File: src/rtl/fetch_queue_unit.sv
// fetch_queue_unit
//   Instruction-fetch front end. It owns the program counter and drives it out
//   as the instruction-memory address. Each cycle it can capture the returned
//   instruction and its PC into a DEPTH-entry FIFO. The consumer drains the
//   head through a valid/ready handshake. A branch flushes the FIFO and
//   reloads the PC.
//
// Ports
//   clk, reset       rising-edge clock; synchronous active-high reset
//   pc               fetch address for this cycle
//   instruction      memory read data for pc (same-cycle, combinational)
//   branch_en        redirect request: flush the queue, load branch_target
//   branch_target    new PC when branch_en is set
//   instr_out        head instruction (0 while the queue is empty)
//   instr_pc         head PC (0 while the queue is empty)
//   instr_pc8        instr_pc + 8, the PC-relative operand value
//   instr_valid      head entry present
//   instr_ready      consumer takes the head this cycle
//   count            occupied entries, 0..DEPTH
module fetch_queue_unit #(
    parameter int unsigned      WIDTH    = 32,
    parameter int unsigned      DEPTH    = 4,
    parameter int unsigned      PC_STEP  = 4,
    parameter logic [WIDTH-1:0] RESET_PC = '0
) (
    input  logic                     clk,
    input  logic                     reset,
    output logic [WIDTH-1:0]         pc,
    input  logic [WIDTH-1:0]         instruction,
    input  logic                     branch_en,
    input  logic [WIDTH-1:0]         branch_target,
    output logic [WIDTH-1:0]         instr_out,
    output logic [WIDTH-1:0]         instr_pc,
    output logic [WIDTH-1:0]         instr_pc8,
    output logic                     instr_valid,
    input  logic                     instr_ready,
    output logic [$clog2(DEPTH):0]   count
);

    localparam int unsigned AW = $clog2(DEPTH);
    localparam int unsigned CW = AW + 1;

    logic [WIDTH-1:0] mem_instr [DEPTH];
    logic [WIDTH-1:0] mem_pc    [DEPTH];
    logic [AW-1:0]    rd_ptr;
    logic [AW-1:0]    wr_ptr;
    logic             push;
    logic             pop;

    assign instr_valid = (count != '0);
    assign pop         = instr_valid & instr_ready;
    // A pop frees a slot in the same cycle, so a full queue keeps streaming.
    assign push        = !branch_en & ((count < CW'(DEPTH)) | pop);

    // No bypass: a freshly fetched entry only appears at the head next cycle.
    // The head is zeroed while empty so stale storage never leaks out.
    assign instr_out = instr_valid ? mem_instr[rd_ptr] : '0;
    assign instr_pc  = instr_valid ? mem_pc[rd_ptr]    : '0;
    assign instr_pc8 = instr_pc + WIDTH'(8);

    // Storage carries no reset; only pointers and count define validity.
    always_ff @(posedge clk) begin
        if (push && !reset) begin
            mem_instr[wr_ptr] <= instruction;
            mem_pc[wr_ptr]    <= pc;
        end
    end

    always_ff @(posedge clk) begin
        if (reset) begin
            pc     <= RESET_PC;
            count  <= '0;
            rd_ptr <= '0;
            wr_ptr <= '0;
        end else if (branch_en) begin
            // Flush wins over any pop requested in the same cycle.
            pc     <= branch_target;
            count  <= '0;
            rd_ptr <= '0;
            wr_ptr <= '0;
        end else begin
            if (push) begin
                wr_ptr <= wr_ptr + AW'(1);
                pc     <= pc + WIDTH'(PC_STEP);
            end
            if (pop)
                rd_ptr <= rd_ptr + AW'(1);
            case ({push, pop})
                2'b10:   count <= count + CW'(1);
                2'b01:   count <= count - CW'(1);
                default: count <= count;
            endcase
        end
    end

endmodule

File: config.mk
export PLATFORM = sky130hd
export DESIGN_NAME = fetch_queue_unit
export DESIGN_NICKNAME = d
export VERILOG_FILES = /design/src/rtl/fetch_queue_unit.sv
export SDC_FILE = /design/constraint.sdc
export NUM_CORES = 1
export LEC_CHECK = 0
export CAP_MARGIN = 20
export CORE_MARGIN = 2
export CORE_UTILIZATION = 54
export DETAILED_ROUTE_END_ITERATION = 7
export GPL_ROUTABILITY_DRIVEN = 0
export PLACE_DENSITY = 0.8
export SYNTH_ARGS = -nofsm -noshare
export SYNTH_HDL_FRONTEND = slang
export SYNTH_SLANG_ARGS = --single-unit
File: constraint.sdc
create_clock -name clk -period 4.6 [get_ports clk]
set_input_delay 0.92 -clock clk [delete_from_list [all_inputs] [get_ports clk]]
set_output_delay 0.92 -clock clk [all_outputs]
set_load 0.01 [all_outputs]
==> flow_summary.ini, run 1 <==
[critical_path]
arrival_ns = 3.58
crit_type = reg2out
cp-endpoint = instr_pc8[23]
end_kind = primary output
r2r-end = count[2]
critical_path.max_fanout = 11
r2r_slack_ns = 2.05
crit_chain = mux4_2, and2_1, ha_2, nand2_1, o22ai_1, nand3b_1, a211oi_2, nand3_1, xnor2_1, clkdlybuf4s50_1
crit_required_ns = 3.68
cpPeakStageDelay_ns = 0.58
r2r_start = count[2]
r2r.worst_path.cells = 10
cp-start-kind = flip-flop
crit_slowest_cell = clkdlybuf4s50_1

[timing]
setup_ws_ns = 0.0967
clock_skew_ns = 0.00807
period_minus_slack_ns = 4.50
rsz0062_at_grt = yes
slew_viol_final = 0
slew_headroom_pct = 44.9
max_freq_mhz = 222
tightest_slew_ns = 0.826
hold_viol_final = 0
period_share_pct = 97.9
setup_viol = 0

[yosys]
synth_nets = 923
synthDistinctLibCells = 46
synth-edff-count = 256
yosysWarnings = 0
ys_ff_latch = 297
synthArstFlopShare_pct = 0
synth_area_per_cell_sq_um = 15.3
synthFlopType = edfxtp_1
ys_seq_area_share_pct = 65.5
syn_inst = 847
synth_area_sq_um = 13000

[drt]
route.detailed.drc = 0
vias = 8039
wl_per_cell_um = 21.3
dr.pass1.iters = 5
drt_iter0_drc = 839
ant_nets = 0
wirelength_um = 29800
avgViaCountPerCell = 5.75

[global_routing]
grt_max_degree = 51
grt_pass1_vias = 8078
antenna_found_initial = 0
grt_pass1_wl_um = 45900
grt.total_usage_pct = 23.1
grt-ovfl-total = 0

[power_and_ir_drop]
p_leak_nw = 5.50
power.density_nw_per_um2 = 365
total_power_mw = 6.02
peakVddDrop_mv = 0.235

[clock_network]
cts_tree = done
clkTransAtPathRegs_ns = 0.06
cts.htree.levels = 1
insertion_delay_ns = 0.54
cts_buffers = 28
cts-root-buf = clkbuf_16
clockBufferDepth = 3
cts_sinks = 297

[floorplan]
die_x_um = 159
ios = 200
dieArea_sq_um = 25300
fp.coreArea_sq_um = 23500
dieHeight_um = 159
core.rowCount = 56
start_util_pct = 55.1

[placement]
portBuffers = 199
place_hpwl_um = 19400
post-place-ws_ns = 0.327

[run_status]
outcome = finished clean

[finish]
diodes = 0
syn2layout_area_growth_pct = 27.0
drive_gt1_share_pct = 15.6
fin_nets = 1134

[min_path]
hold_class = reg2reg
min_from = pc[1]

[flow_run]
maxCapViolations = 0
==> cells by family (layout without fill, tap and decap cells) <==
family,Yosys count,in the layout,share of synthesized area [%]
buffers and inverters,59,292,2.01
XOR/XNOR,59,59,3.98
AND/OR/NAND/NOR,290,290,11.7
flip-flops,297,297,65.5
adder cells (fa/ha/maj),8,8,0.829
multiplexers,99,99,14.3
AO/OA/AOI/OAI,35,35,1.61
==> flip-flops by register name (all words and copies together) (netlist names), named ones only <==
signal and flops:
mem_instr 128, mem_pc 128, pc 32, count 3, rd_ptr 2, wr_ptr 2
==> layer usage <==
| metal | track usage [%] | part of all wire [%] | wire [um] | up-vias |
|---|---|---|---|---|
| met1 | 31.7 | 41 | 12300 | 3999 |
| li1 | - | - | - | 3637 |
| met2 | 38.7 | 49 | 14700 | 357 |
| met5 | 0 | 0 | 0 | - |
| met4 | 6.36 | 2.0 | 584 | 0 |
| met3 | 4.14 | 7.5 | 2240 | 46 |
==> power breakdown <==
part           switching (mW)  leakage, nW  internal (mW)
Combinational           0.243         2.40          0.285
Sequential             0.0619         2.63           3.00
Clock                   0.964        0.473           1.47
==> layout make-up <==
type                       count  area [sq um]
inverter                      13          48.8
clock buffer                  37           776
tap                          319           399
clock inverter                15           209
timing repair buffer         227          2260
fill                        1567          7050
sequential                   297          8520
multi-input combinational    491          4280
==> cell usage after synthesis, drive strengths merged, types with 6 or more instances <==
master,count,share of area (%)
edfxtp,256,59
mux4,69,12
and2,67,3.2
nor2,62,1.8
nand2,53,1.5
dfxtp,41,6.3
xor2,33,2.2
mux2i,27,2.1
xnor2,26,1.8
nand3,25,0.96
clkbuf,24,0.69
buf,22,0.94
nand4,17,0.82
a21oi,15,0.58
nor3,15,0.58
inv,13,0.38
nor4,10,0.48
and3,8,0.39
ha,7,0.67
o21ai,7,0.27
and4,6,0.40
==> cells in the final DEF (no fill, tap or decap), types with 4 or more instances in the layout <==
cell type        synthesis  layout
inv_1                   13      12
nand2_1                 53      53
dfxtp_1                 41      39
edfxtp_1               256     256
nor3_1                  15      13
ha_1                     7       6
clkbuf_1                24       6
nand3_1                 25      25
nand2b_1                 5       5
bufinv_16                0       5
mux4_2                  68      69
xnor2_1                 26      26
nor2_1                  62      61
clkbuf_16                0      29
buf_4                    6      21
a21oi_1                 15      15
nor2b_1                  4       4
xor2_1                  33      33
or2_2                    4       4
buf_12                   0       4
nand4_1                 17      17
and3_1                   8       4
clkinv_2                 0       4
and3_4                   0       4
o21ai_0                  7       7
dlygate4sd2_1            0       4
clkdlybuf4s50_1          0     191
and2_1                  66      66
and4_1                   6       6
nor4_1                  10       7
mux2i_1                 27      27
==> metrics by stage <==
step	cell area (sq um)	utilization (%)	hold WS [ns]	instances	TNS, ns
after floorplan	13000	-	0.485	847	0
after global placement	15400	65.5	0.519	1343	0
after detailed placement	15400	65.5	0.511	1343	0
after CTS	16400	69.8	0.536	1398	-0.00209
after global routing	16500	70.1	0.559	1399	-0.00577
final	16500	70.1	0.534	1399	0
==> how the worst min path moves through the flow <==
| stage | to | slack (ns) | depth (start not counted) |
|---|---|---|---|
| after floorplan | flip-flop | 0.48 | 2 |
| after global placement | flip-flop | 0.52 | 2 |
| after detailed placement | flip-flop | 0.51 | 2 |
| after CTS | mem_pc[1][1] | 0.54 | 0 |
| after global routing | mem_pc[2][0] | 0.56 | 0 |
| final | mem_pc[2][1] | 0.53 | 0 |
==> worst max-delay path: cells and delay by family, from the launching register on <==
| kind | cells | cell delay, ns |
|---|---|---|
| AND/OR/NAND/NOR | 4 | 0.60 |
| buffers and inverters | 1 | 0.58 |
| adder cells (fa/ha/maj) | 1 | 0.21 |
| XOR/XNOR | 1 | 0.25 |
| multiplexers | 1 | 0.41 |
| flip-flops | 1 | 0.42 |
| AO/OA/AOI/OAI | 2 | 0.58 |
==> what timing repair did <==
item | in CTS | in global routing
pin swaps | 0 | 2
setup endpoints to repair | 12 | 7
hold buffers | 0 | 0
setup buffers | 3 | 1
resized for setup | 11 | 11
hold endpoints to repair | 0 | 0
(Power assumes the default switching activity.)
==> run 2: changes to the inputs <==
CORE_UTILIZATION = 63   (was 54)
DONT_BUFFER_PORTS = 1   (was unset)
PLACE_DENSITY = 0.79   (was 0.8)
TNS_END_PERCENT = 50   (was unset)
==> flow_summary.ini, run 2 (same netlist as run 1, synthesis figures left out) <==
[finish]
fillers = 1298
diodes = 0
drive_gt1_share_pct = 16.7
final_common_cell = edfxtp_1
layout_common_cells = edfxtp_1, mux4_2, and2_1
syn2layout_area_growth_pct = 9.60
register_area_sq_um = 8520
largestRegisters = mem_instr x128, mem_pc x128, pc x32
multi_input_area_sq_um = 4240
final_area_sq_um = 14200
fin_nets = 922

[clock_network]
clockBufferDepth = 3
hold_buffers = 0
cts-root-buf = clkbuf_16
insertion_delay_ns = 0.54
cts.htree.levels = 1
cts_buffers = 29
clkTransAtPathRegs_ns = 0.06
cts_sinks = 297
cts_tree = done

[critical_path]
crit_type = reg2out
crit_chain = nor3_2, inv_2, buf_4, nand4_1, or4_4, or4b_1, nor4_1, xnor2_1
cpPeakStageDelay_ns = 0.73
arrival_ns = 3.52
crit_required_ns = 3.68
crit_slowest_cell = or4b_1
critical_path.max_fanout = 16
r2r.worst_path.cells = 10
cp-start-kind = flip-flop
end_kind = primary output

[timing]
clock_skew_ns = 0.0158
tightest_slew_ns = 1.03
period_minus_slack_ns = 4.44
setup_ws_ns = 0.164
hold_viol_final = 0
max_freq_mhz = 225
setup_tns_ns = 0
slew_viol_final = 0
slew_headroom_pct = 31.3
hold_slack_ns = 0.442
rsz0062_at_grt = no
period_share_pct = 96.4
setup_viol = 0

[drt]
wirelength_um = 28900
drt_iter0_drc = 598
wl_per_cell_um = 25.4
route.detailed.drc = 0
avgViaCountPerCell = 6.45
ant_nets = 0
dr.pass1.iters = 4
vias = 7342

[min_path]
holdPathStages = 1
hold_class = in2reg

[placement]
place_hpwl_um = 18500
placed_cell_area_sq_um = 13200
post-place-ws_ns = 0.399
portBuffers = 0

[flow_run]
maxCapViolations = 0

[global_routing]
grt_max_degree = 65
antenna_found_initial = 0
grt_pass1_wl_um = 44200
grt-ovfl-total = 0
grt.total_usage_pct = 26.9
grt_pass1_vias = 7517

[floorplan]
core.rowCount = 52
ios = 200
die_x_um = 148
dieHeight_um = 148
fp.coreArea_sq_um = 20200
start_util_pct = 64.2
dieArea_sq_um = 21800

[run_status]
outcome = finished clean

[power_and_ir_drop]
peakVddDrop_mv = 0.329
p_leak_nw = 4.63
power.density_nw_per_um2 = 402
==> run 2: cell types whose count changed in the layout (fill, tap and decap cells not counted), moves of 3 or more <==
cell | before | now
clkdlybuf4s50_1 | 191 | 0
buf_4 | 21 | 11
buf_12 | 4 | 0
clkinv_2 | 4 | 8
dlygate4sd2_1 | 4 | 0
clkbuf_1 | 6 | 3
clkinv_1 | 2 | 5
dlymetal6s2s_1 | 3 | 0
nor4_1 | 7 | 10
nor4_2 | 3 | 0
==> run 2: per-stage QoR <==
stage                     power, mW  utilization [%]  cells
after floorplan                3.34                -    847
after global placement         3.41             65.4   1084
after CTS                      5.75             70.3   1138
after global routing           5.87             70.3   1138
after detailed placement       3.42             65.4   1084
final                          5.72             70.3   1138
==> run 2: critical path: cells and delay by family (launching register included) <==
family | cells | cell delay, ns
and+or+nand+nor | 5 | 1.87
DFF | 1 | 0.45
buffers and inverters | 2 | 0.41
xor gates and xnor gates | 1 | 0.24
==> run 2: cell type report <==
| type | instances | share of cell area, % |
|---|---|---|
| sequential | 297 | 59.8 |
| multi-input combinational | 491 | 29.8 |
| clock buffer | 32 | 5.18 |
| tap | 270 | 2.37 |
| clock inverter | 21 | 1.50 |
| timing repair buffer | 14 | 0.932 |
| inverter | 13 | 0.343 |
==> run 2: routing by layer <==
metal | share of wire, % | track usage, % | vias to the layer above
li1 | - | - | 3212
met1 | 37 | 34.3 | 3699
met2 | 51 | 45.4 | 375
met3 | 10 | 7.41 | 56
met4 | 2.7 | 8.56 | 0
met5 | 0 | 0 | -
==> run 2: report_power, final <==
part	internal, mW	total (mW)	switching [mW]
logic	0.117	0.292	0.175
registers	3.00	3.07	0.0737
clock network	1.38	2.36	0.978
total	4.49	5.72	1.23
==> run 2: path summary, 6_finish.rpt <==
kind | startpoint | endpoint | slack [ns]
setup / recovery | count[2] | instr_pc8[28] | 0.16
hold / removal | reset | pc[14] | 0.44
setup reg to reg | count[2] | count[2] | 1.80
hold reg to reg | rd_ptr[0] | flip-flop | 0.55
==> run 2: what timing repair did <==
item,4_1_cts,5_1_grt
buffers inserted,1,0
setup endpoints to repair,6,6
cloned,0,0
gates resized for setup,1,2
==> run 3: changes to the inputs <==
TNS_END_PERCENT = 20   (was 50)
==> results of run 3 <==
Same layout as run 2: the final DEF is identical, and so are final timing and power.
